[config.mk]
export PLATFORM = sky130hd
export DESIGN_NAME = sync_fifo_param
export DESIGN_NICKNAME = d
export VERILOG_FILES = /design/src/rtl/sync_fifo_param_pkg.sv /design/src/rtl/sync_fifo_param_wrap_counter.sv /design/src/rtl/sync_fifo_param.sv
export SDC_FILE = /design/constraint.sdc
export NUM_CORES = 1
export LEC_CHECK = 0
export ABC_AREA = 1
export BUFFER_PORTS_ARGS = -buffer_cell sky130_fd_sc_hd__buf_2
export CAP_MARGIN = 20
export CORE_ASPECT_RATIO = 0.6
export CORE_MARGIN = 2
export CORE_UTILIZATION = 57
export CTS_CLUSTER_SIZE = 30
export DETAILED_ROUTE_END_ITERATION = 10
export GPL_TIMING_DRIVEN = 0
export HOLD_SLACK_MARGIN = 0.06
export PLACE_DENSITY = 0.79
export SYNTH_ARGS = -nofsm -noshare
export SYNTH_HDL_FRONTEND = slang
export SYNTH_SLANG_ARGS = --single-unit
[constraint.sdc]
create_clock -name Clock -period 2.2 [get_ports Clock]
set_input_delay 0.11 -clock Clock [delete_from_list [all_inputs] [get_ports Clock]]
set_output_delay 0.11 -clock Clock [all_outputs]
set_load 0.01 [all_outputs]
[src/rtl/sync_fifo_param_pkg.sv]
// rtl/sync_fifo_param_pkg.sv - shared defaults, operation encoding and width helper for sync_fifo_param
package sync_fifo_param_pkg;

    localparam int DEFAULT_DATA_WIDTH        = 16;
    localparam int DEFAULT_DEPTH             = 8;
    localparam int DEFAULT_ALMOST_FULL_LEVEL = 6;

    // Effective operation in one cycle, encoded as {do_push, do_pop}
    typedef enum logic [1:0] {
        OP_IDLE = 2'b00,
        OP_POP  = 2'b01,
        OP_PUSH = 2'b10,
        OP_BOTH = 2'b11
    } fifo_op_e;

    // Bits needed to hold values 0..n-1 (n >= 2)
    function automatic int fifo_clog2(input int n);
        int r;
        int v;
        r = 0;
        v = n - 1;
        while (v > 0) begin
            r = r + 1;
            v = v >> 1;
        end
        return r;
    endfunction

endpackage

[src/rtl/sync_fifo_param_wrap_counter.sv]
// rtl/sync_fifo_param_wrap_counter.sv - fifo_wrap_counter: 0..MAX-1 pointer counter with clear and wrap
module fifo_wrap_counter
    import sync_fifo_param_pkg::*;
#(
    parameter int MAX = 8
) (
    input  logic                       Clock,
    input  logic                       Reset,
    input  logic                       iClear,
    input  logic                       iEnable,
    output logic [fifo_clog2(MAX)-1:0] oValue
);

    localparam int                W    = fifo_clog2(MAX);
    localparam logic [W-1:0]      LAST = W'(MAX - 1);

    logic [W-1:0] r_value;

    // Clear wins over enable; wrap uses an explicit compare so MAX need not be a power of two
    always_ff @(posedge Clock or negedge Reset) begin
        if (!Reset) begin
            r_value <= '0;
        end else if (iClear) begin
            r_value <= '0;
        end else if (iEnable) begin
            if (r_value == LAST) begin
                r_value <= '0;
            end else begin
                r_value <= r_value + W'(1);
            end
        end
    end

    assign oValue = r_value;

endmodule

[src/rtl/sync_fifo_param.sv]
// rtl/sync_fifo_param.sv - parametrised FWFT single-clock FIFO; SYNC_FIFO_ERROR_FLAGS_EN adds sticky oOverflow/oUnderflow
module sync_fifo_param
    import sync_fifo_param_pkg::*;
#(
    parameter int DATA_WIDTH        = DEFAULT_DATA_WIDTH,
    parameter int DEPTH             = DEFAULT_DEPTH,
    parameter int ALMOST_FULL_LEVEL = DEFAULT_ALMOST_FULL_LEVEL
) (
    input  logic                           Clock,
    input  logic                           Reset,
    input  logic                           iFlush,
    input  logic                           iPush,
    input  logic [DATA_WIDTH-1:0]          iData,
    input  logic                           iPop,
    output logic [DATA_WIDTH-1:0]          oData,
    output logic                           oFull,
    output logic                           oEmpty,
    output logic                           oAlmostFull,
`ifdef SYNC_FIFO_ERROR_FLAGS_EN
    output logic                           oOverflow,
    output logic                           oUnderflow,
`endif
    output logic [fifo_clog2(DEPTH+1)-1:0] oCount
);

    localparam int AW = fifo_clog2(DEPTH);
    localparam int CW = fifo_clog2(DEPTH + 1);

    logic [DATA_WIDTH-1:0] r_mem [DEPTH];
    logic [CW-1:0]         r_count;
    logic                  r_full;
    logic                  r_empty;
    logic                  r_almost_full;

    logic [AW-1:0]         w_wr_ptr;
    logic [AW-1:0]         w_rd_ptr;
    logic                  w_do_push;
    logic                  w_do_pop;
    fifo_op_e              w_op;
    logic [CW-1:0]         w_count_next;

    // A full FIFO still accepts a push when the head is popped in the same cycle
    assign w_do_push = iPush & (~r_full | iPop);
    assign w_do_pop  = iPop & ~r_empty;

    fifo_wrap_counter #(.MAX(DEPTH)) u_wr_ptr (
        .Clock   (Clock),
        .Reset   (Reset),
        .iClear  (iFlush),
        .iEnable (w_do_push),
        .oValue  (w_wr_ptr)
    );

    fifo_wrap_counter #(.MAX(DEPTH)) u_rd_ptr (
        .Clock   (Clock),
        .Reset   (Reset),
        .iClear  (iFlush),
        .iEnable (w_do_pop),
        .oValue  (w_rd_ptr)
    );

    // Next occupancy: flush overrides, simultaneous push+pop leaves it unchanged
    always_comb begin
        w_op         = fifo_op_e'({w_do_push, w_do_pop});
        w_count_next = r_count;
        case (w_op)
            OP_PUSH: w_count_next = r_count + CW'(1);
            OP_POP:  w_count_next = r_count - CW'(1);
            default: w_count_next = r_count;
        endcase
        if (iFlush) begin
            w_count_next = '0;
        end
    end

    // Storage is not reset; a flushed push is discarded
    always_ff @(posedge Clock) begin
        if (w_do_push && !iFlush) begin
            r_mem[w_wr_ptr] <= iData;
        end
    end

    // Count and flags register together from the next count
    always_ff @(posedge Clock or negedge Reset) begin
        if (!Reset) begin
            r_count       <= '0;
            r_full        <= 1'b0;
            r_empty       <= 1'b1;
            r_almost_full <= 1'b0;
        end else begin
            r_count       <= w_count_next;
            r_full        <= (w_count_next == CW'(DEPTH));
            r_empty       <= (w_count_next == '0);
            r_almost_full <= (w_count_next >= CW'(ALMOST_FULL_LEVEL));
        end
    end

`ifdef SYNC_FIFO_ERROR_FLAGS_EN
    logic r_overflow;
    logic r_underflow;

    // Sticky error flags: set on a dropped push or an ignored pop, cleared only by flush
    always_ff @(posedge Clock or negedge Reset) begin
        if (!Reset) begin
            r_overflow  <= 1'b0;
            r_underflow <= 1'b0;
        end else if (iFlush) begin
            r_overflow  <= 1'b0;
            r_underflow <= 1'b0;
        end else begin
            if (iPush && r_full && !iPop) begin
                r_overflow <= 1'b1;
            end
            if (iPop && r_empty) begin
                r_underflow <= 1'b1;
            end
        end
    end

    assign oOverflow  = r_overflow;
    assign oUnderflow = r_underflow;
`endif

    assign oData       = r_mem[w_rd_ptr];
    assign oFull       = r_full;
    assign oEmpty      = r_empty;
    assign oAlmostFull = r_almost_full;
    assign oCount      = r_count;

endmodule

==> qor.txt, run 1 <==
Layout area overhead = 26.1%
I/O Pins = 44
M2 GR Usage = 43.0%
Final Slew Violations = 0
RSZ-0062 raised after global routing = yes
Core Util, Final = 73.3%
sequential element share of the synthesized area = 73.1%
Buffers on Ports = 43
crit share post-route = 106%
grt ovf = 0
drt drc = 0
post-detailed-route count of antenna-violating nets = 0
most frequent cell after synthesis = edfxtp_1
Synth top area share = 67.4%
Pleak = 2.68 nW
CTS tree = yes
CTS Buffer Depth = 2
synth unique cells = 30
final worst clock skew = 0.0146 ns
power density over cell area = 1090 mW/mm^2
GR Util met1 = 34.9%
worst hold slack = 0.131 ns
Critical Path AT = 2.45 ns
max_slew headroom = 60.2%
kind of critical path = flop to flop
H-tree levels = 4
commonest cells in the synthesized netlist = edfxtp_1, nor2_1, o21ai_0
CP Launch Type = flop
Synth Cell Area = 0.00570 sq mm
Post-Syn Instances = 466
die width = 133 microns
EDFF count, synth = 128
Tot Pwr = 0.00781 W
CTS buffer count = 17
top_reg_cell synth = edfxtp_1
Vias/cell = 5.76
DR pass1 iterations = 5
die height = 81.5 microns
CP endpoint = r_mem[3][0]$_DFFE_PP_
iteration-0 DRC count of the detailed router = 559
CORE AREA = 0.00981 sq mm
Syn Nets = 492
Worst Setup SP = oFull$_DFF_PN0_
Synth area leader = edfxtp_1
Initial Util = 58.1%
Final Hold Viols = 0
diode count = 0
min Tclk post-route = 2.33 ns
WP data required = 2.32 ns
routability cong. = 0.865
reg2reg path depth = 6
Setup TNS Final = -2.79 ns
WL/cell = 19.9 microns
synth top area cells = edfxtp_1, nor2_1, o21ai_0, dfrtp_1, a31oi_1
met3 global-route usage = 8.89%
Worst Path Max Fanout = 9
Worst VDD drop = 1050 uV
Die ar. = 0.0108 sq mm
outcome = complete, but fails checks
gr busiest metal = met2
fillers = 608
Yosys reg bits = 141
Crit. End Element = flop
Post-Route WL = 14.0 mm
Reg clk slew, reported paths = 0.06 ns
antenna violations before repair = 0
Critical R2R Capture = r_mem[3][0]$_DFFE_PP_
hpwl dp = 8.38 mm
Total Nets Final = 583
Setup violations, final = 29
Rows = 28
achievable frequency = 0.428 GHz
clock root buffer = clkbuf_16
reg-to-reg setup timing slack = -0.13 ns
Avg Cell Area, Syn = 12.2 sq um
Hold Crit Class = primary input to asynchronous set/reset pin
Async SR Flop Fraction = 9.22%
GRT Overall Usage = 26.6%
Syn. warnings = 0
slew of the pin with the lowest slew margin = 0.598 ns
worst setup margin = -0.134 ns
failing checks = negative setup slack
max-cap violations = 0
worst-skew pair later-pin latency = 0.42 ns
global-route wire length before repair = 20.3 mm
CTS Sinks = 141
dpl ws = -0.155 ns
via count = 4061
vias in the first global route = 3862
layout cells sized above 1 = 21.9%
R2R Path Start = oFull$_DFF_PN0_
largest net degree at the start of global routing = 17
timing repair:
item / in CTS / in global routing
pin swaps: 0 / 7
endpoints found under the setup margin: 83 / 100
hold buffers: 18 / 0
resized for setup: 7 / 32
endpoints found under the hold margin: 144 / 0
buffers inserted: 0 / 6
gates cloned: 0 / 1
how the worst min path moves through the flow:
stage / start / to
2_1_floorplan: Reset / oAlmostFull$_DFF_PN0_
3_3_place_gp: Reset / u_wr_ptr.oValue[2]$_DFFE_PN0P_
3_5_place_dp: Reset / u_wr_ptr.oValue[0]$_DFFE_PN0P_
4_1_cts: Reset / oAlmostFull$_DFF_PN0_
5_1_grt: Reset / oAlmostFull$_DFF_PN0_
6_report: Reset / oAlmostFull$_DFF_PN0_
placed cells by master, fill, tap and decap left out, types with 12 or more instances in the layout:
cell / n
edfxtp_1: 128
dfrtp_1: 12
inv_1: 18
nand2_1: 23
o22ai_1: 16
o21ai_0: 63
nor2_1: 117
dlygate4sd3_1: 18
buf_2: 49
clkbuf_16: 18
a31oi_1: 16
routing by layer:
layer  part of all wire [%]  routed length, microns
met1                     41                    5770
met2                     47                    6580
met3                     11                    1560
met4                   0.74                     104
met5                      0                       0
through the flow:
stage,area [sq um],cells
6_report,7190,705
5_1_grt,7190,705
2_1_floorplan,5700,466
3_5_place_dp,6150,648
4_1_cts,7020,698
3_3_place_gp,6090,644
logic make-up (layout without fill, tap and decap cells):
group | after synthesis | in the layout | share of synthesized area, %
AND/OR/NAND/NOR | 164 | 164 | 11.4
adder cells (fa/ha/maj) | 5 | 5 | 1.10
XOR/XNOR | 2 | 2 | 0.439
AO/OA/AOI/OAI | 108 | 108 | 10.2
flip-flops | 141 | 141 | 73.1
buffers and inverters | 46 | 150 | 3.73
area by class of cell:
cell class	count	area (sq um)	share of cell area, %
Multi-Input combinational cell	279	1370	19.0
Sequential cell	141	4170	58.0
Buffer	23	178	2.47
Tap cell	135	169	2.35
Clock inverter	15	243	3.37
Timing Repair Buffer	72	552	7.67
Inverter	23	88.8	1.23
Clock buffer	17	425	5.91
worst max-delay path, cell delays in order, from the launching register on:
cell	delay, ns
dfrtp_1	0.38
a21oi_1	0.30
inv_1	0.15
nor2_1	0.26
nand2_1	0.24
nor2_2	0.47
buf_6	0.24
where the power goes:
group,internal (W),switching [W],leakage [nW],total [W]
Combinational,0.000562,0.000944,1.04,0.00151
Sequential,0.00303,0.0000592,1.33,0.00308
Clock,0.00212,0.00110,0.317,0.00322
Total,0.00571,0.00210,2.68,0.00781
flip-flops by register name, indices dropped and copies added (netlist names):
signal,cells
r_mem,128
oCount,4
u_rd_ptr.oValue,3
u_wr_ptr.oValue,3
oAlmostFull,1
oEmpty,1
oFull,1
Note: power is estimated with default switching activity, not from simulation.
==> run 2: changes to the inputs <==
- CTS_BUF_LIST: default -> sky130_fd_sc_hd__clkbuf_4 sky130_fd_sc_hd__clkbuf_8
- GPL_TIMING_DRIVEN: 0 -> 1
==> run 2 against run 1 <==
  * The run now ends clean
  * Die area is the same
  * Hold slack worse by 0.039 ns
  * Worst setup slack gained 0.24 ns
  * Largest power group is now registers
  * Clock power fell by 31%
  * Highest routed layer unchanged
  * Utilization down 4.5 points
  * Routed wire length down 14%
  * Critical path depth is the same
  * Clock skew decreased by 0.0079 ns
  * Design area is 6.1% lower
==> qor.txt, run 2 (same netlist as run 1, synthesis figures left out) <==
outcome = finished clean
WP data required = 2.09 ns (-0.23 ns)
Setup TNS Final = 0 ns (+2.79 ns)
H-tree levels = 4 (unchanged)
Setup violations, final = 0 (-100%)
Worst VDD drop = 772 uV (-26%)
dpl cells = 642 (-0.93%)
achievable frequency = 0.476 GHz (+11%)
crit-path cells = inv_6 -> o21ai_0 -> o22ai_1 -> nor2_1 -> a31oi_1 -> buf_2
WL/cell = 17.4 microns (-13%)
final worst clock skew = 0.00676 ns (-0.00786 ns)
Layout area overhead = 18.5%
fillers = 706 (+16%)
RSZ-0062 raised after global routing = no
vias in the first global route = 3669 (-5.0%)
min Tclk post-route = 2.10 ns (-0.236 ns)
die width = 133 microns (unchanged)
Sw Pwr = 0.00178 W (-15%)
max-cap violations = 0 (unchanged)
Initial Util = 58.1% (unchanged)
Reg clk slew, reported paths = 0.07 ns (about the same)
slowest CP cell = dfrtp_2
die height = 81.5 microns (unchanged)
slew of the pin with the lowest slew margin = 0.383 ns (-0.215 ns)
Buffers on Ports = 43 (unchanged)
Hold Crit Class = primary input to asynchronous set/reset pin
antenna violations before repair = 0 (unchanged)
Final Hold Viols = 0 (unchanged)
crit-path max cell delay = 0.46 ns (about the same)
Vias/cell = 5.46 (-5.1%)
Crit. End Element = output pin
Die ar. = 0.0108 sq mm (unchanged)
clock root buffer = clkbuf_8
worst hold slack = 0.0919 ns (-0.0395 ns)
hpwl dp = 7.21 mm (-14%)
iteration-0 DRC count of the detailed router = 328 (-41%)
Pleak = 2.51 nW (-6.2%)
grt ovf = 0 (unchanged)
Non-Filler Instances = 692 (-1.8%)
I/O Pins = 44 (unchanged)
max_slew headroom = 74.4% (+14 points)
power density over cell area = 976 mW/mm^2 (-10%)
Largest Register = r_mem
CTS Buffer Depth = 2 (unchanged)
routability cong. = 0.874 (+1.1%)
crit share post-route = 95.4% (-11 points)
Rows = 28 (unchanged)
via count = 3781 (-6.9%)
post-detailed-route count of antenna-violating nets = 0 (unchanged)
most frequent cells in the layout = edfxtp_1, nor2_1, o21ai_0, buf_2
internal power = 0.00481 W (-16%)
layout cells sized above 1 = 19.4% (-2.5 points)
diode count = 0 (unchanged)
DR pass1 iterations = 5 (unchanged)
drt drc = 0 (unchanged)
Worst Path Max Fanout = 55 (+46)
GRT Overall Usage = 23.6% (-3.0 points)
max FFs per register = 128 (unchanged)
clock share of power = 33.9% (-7.3 points)
CTS Sinks = 141 (unchanged)
largest net degree at the start of global routing = 56 (+39)
CORE AREA = 0.00981 sq mm (unchanged)
global-route wire length before repair = 18.8 mm (-7.1%)
Critical Path AT = 1.99 ns (-0.46 ns)
commonest non-fill, non-tap cell in the layout = edfxtp_1
Final Slew Violations = 0 (unchanged)
power share of the combinational group = 19.4% (about the same)
worst-skew pair later-pin latency = 0.43 ns (about the same)
CTS tree = yes
reg-to-reg setup timing slack = 0.32 ns (+0.45 ns)
CP Launch Type = flop
Net Sw Frac = 27.0% (+0.13 points)
sequential share of power = 46.8% (+7.3 points)
Post-Route WL = 12.0 mm (-14%)
Total Nets Final = 570 (-2.2%)
kind of critical path = flop to output pin
CTS buffer count = 17 (unchanged)
[run 2: cell count changes in the layout (fill, tap and decap cells not counted), moves of 5 or more]
cell	delta
clkbuf_8	+23
nor2_1	+9
clkbuf_16	-18
buf_2	-6
nor2_4	-5
buf_12	-5
clkbuf_2	-5
buf_4	+14
[run 2: stage by stage]
stage | utilization, % | worst slack, ns | cell area, sq um | power (W)
floorplan | - | 0.180 | 5700 | 0.00398
global placement | 62.4 | 0.392 | 6120 | 0.00432
detailed placement | 62.4 | 0.322 | 6120 | 0.00437
CTS | 68.8 | 0.0178 | 6750 | 0.00661
global route | 68.9 | 0.0201 | 6760 | 0.00688
finish | 68.9 | 0.101 | 6760 | 0.00659
[run 2: path summary, 6_finish.rpt]
path / endpoint / cells after the start / start
worst max-delay path: oData[13] / 6 / u_rd_ptr.oValue[0]$_DFFE_PN0P_
worst min-delay path: u_wr_ptr.oValue[0]$_DFFE_PN0P_ / 2 / Reset
worst max register to register: oFull$_DFF_PN0_ / 11 / oEmpty$_DFF_PN1_
worst min register to register: oEmpty$_DFF_PN1_ / 3 / oCount[3]$_DFF_PN0_
max in group asynchronous: oEmpty$_DFF_PN1_ / 2 / Reset
min in group Clock: u_wr_ptr.oValue[2]$_DFFE_PN0P_ / 5 / iPush
[run 2: worst max-delay path: cells and delay by family (launching register included)]
family	cells	cell delay [ns]
AOI/OAI and AO/OA	3	0.55
buffers and inverters	2	0.47
DFF	1	0.46
and+or+nand+nor	1	0.07
[run 2: power by group through the flow]
stage	sequential [W]	clock, W	combinational (W)
global placement	0.00313	0	0.00119
detailed placement	0.00314	0	0.00123
floorplan	0.00315	0	0.000829
CTS	0.00308	0.00226	0.00126
global route	0.00309	0.00237	0.00142
finish	0.00309	0.00223	0.00128
[run 2: per-layer routing]
metal	routed length [microns]	global-route usage [%]	share of wire, %
met2	5610	38.4	47
met5	0	0	0
met1	5350	32.0	45
met4	147	7.13	1.2
met3	910	6.42	7.6
[run 2: layout make-up]
cell class | instances | area [sq um] | share of cell area (%)
multi-input cells | 279 | 1320 | 19.5
flip-flops and latches | 141 | 4170 | 61.7
repair buffers | 82 | 561 | 8.30
clock buffers | 26 | 339 | 5.02
clock inverters | 6 | 105 | 1.56
well taps | 135 | 169 | 2.50
inverters | 23 | 91.3 | 1.35
[run 2: repair_timing]
item	in CTS	in global routing
buffers inserted	0	0
setup endpoints to repair	0	13
endpoints found under the hold margin	145	0
gates resized for setup	0	3
hold buffers	18	0
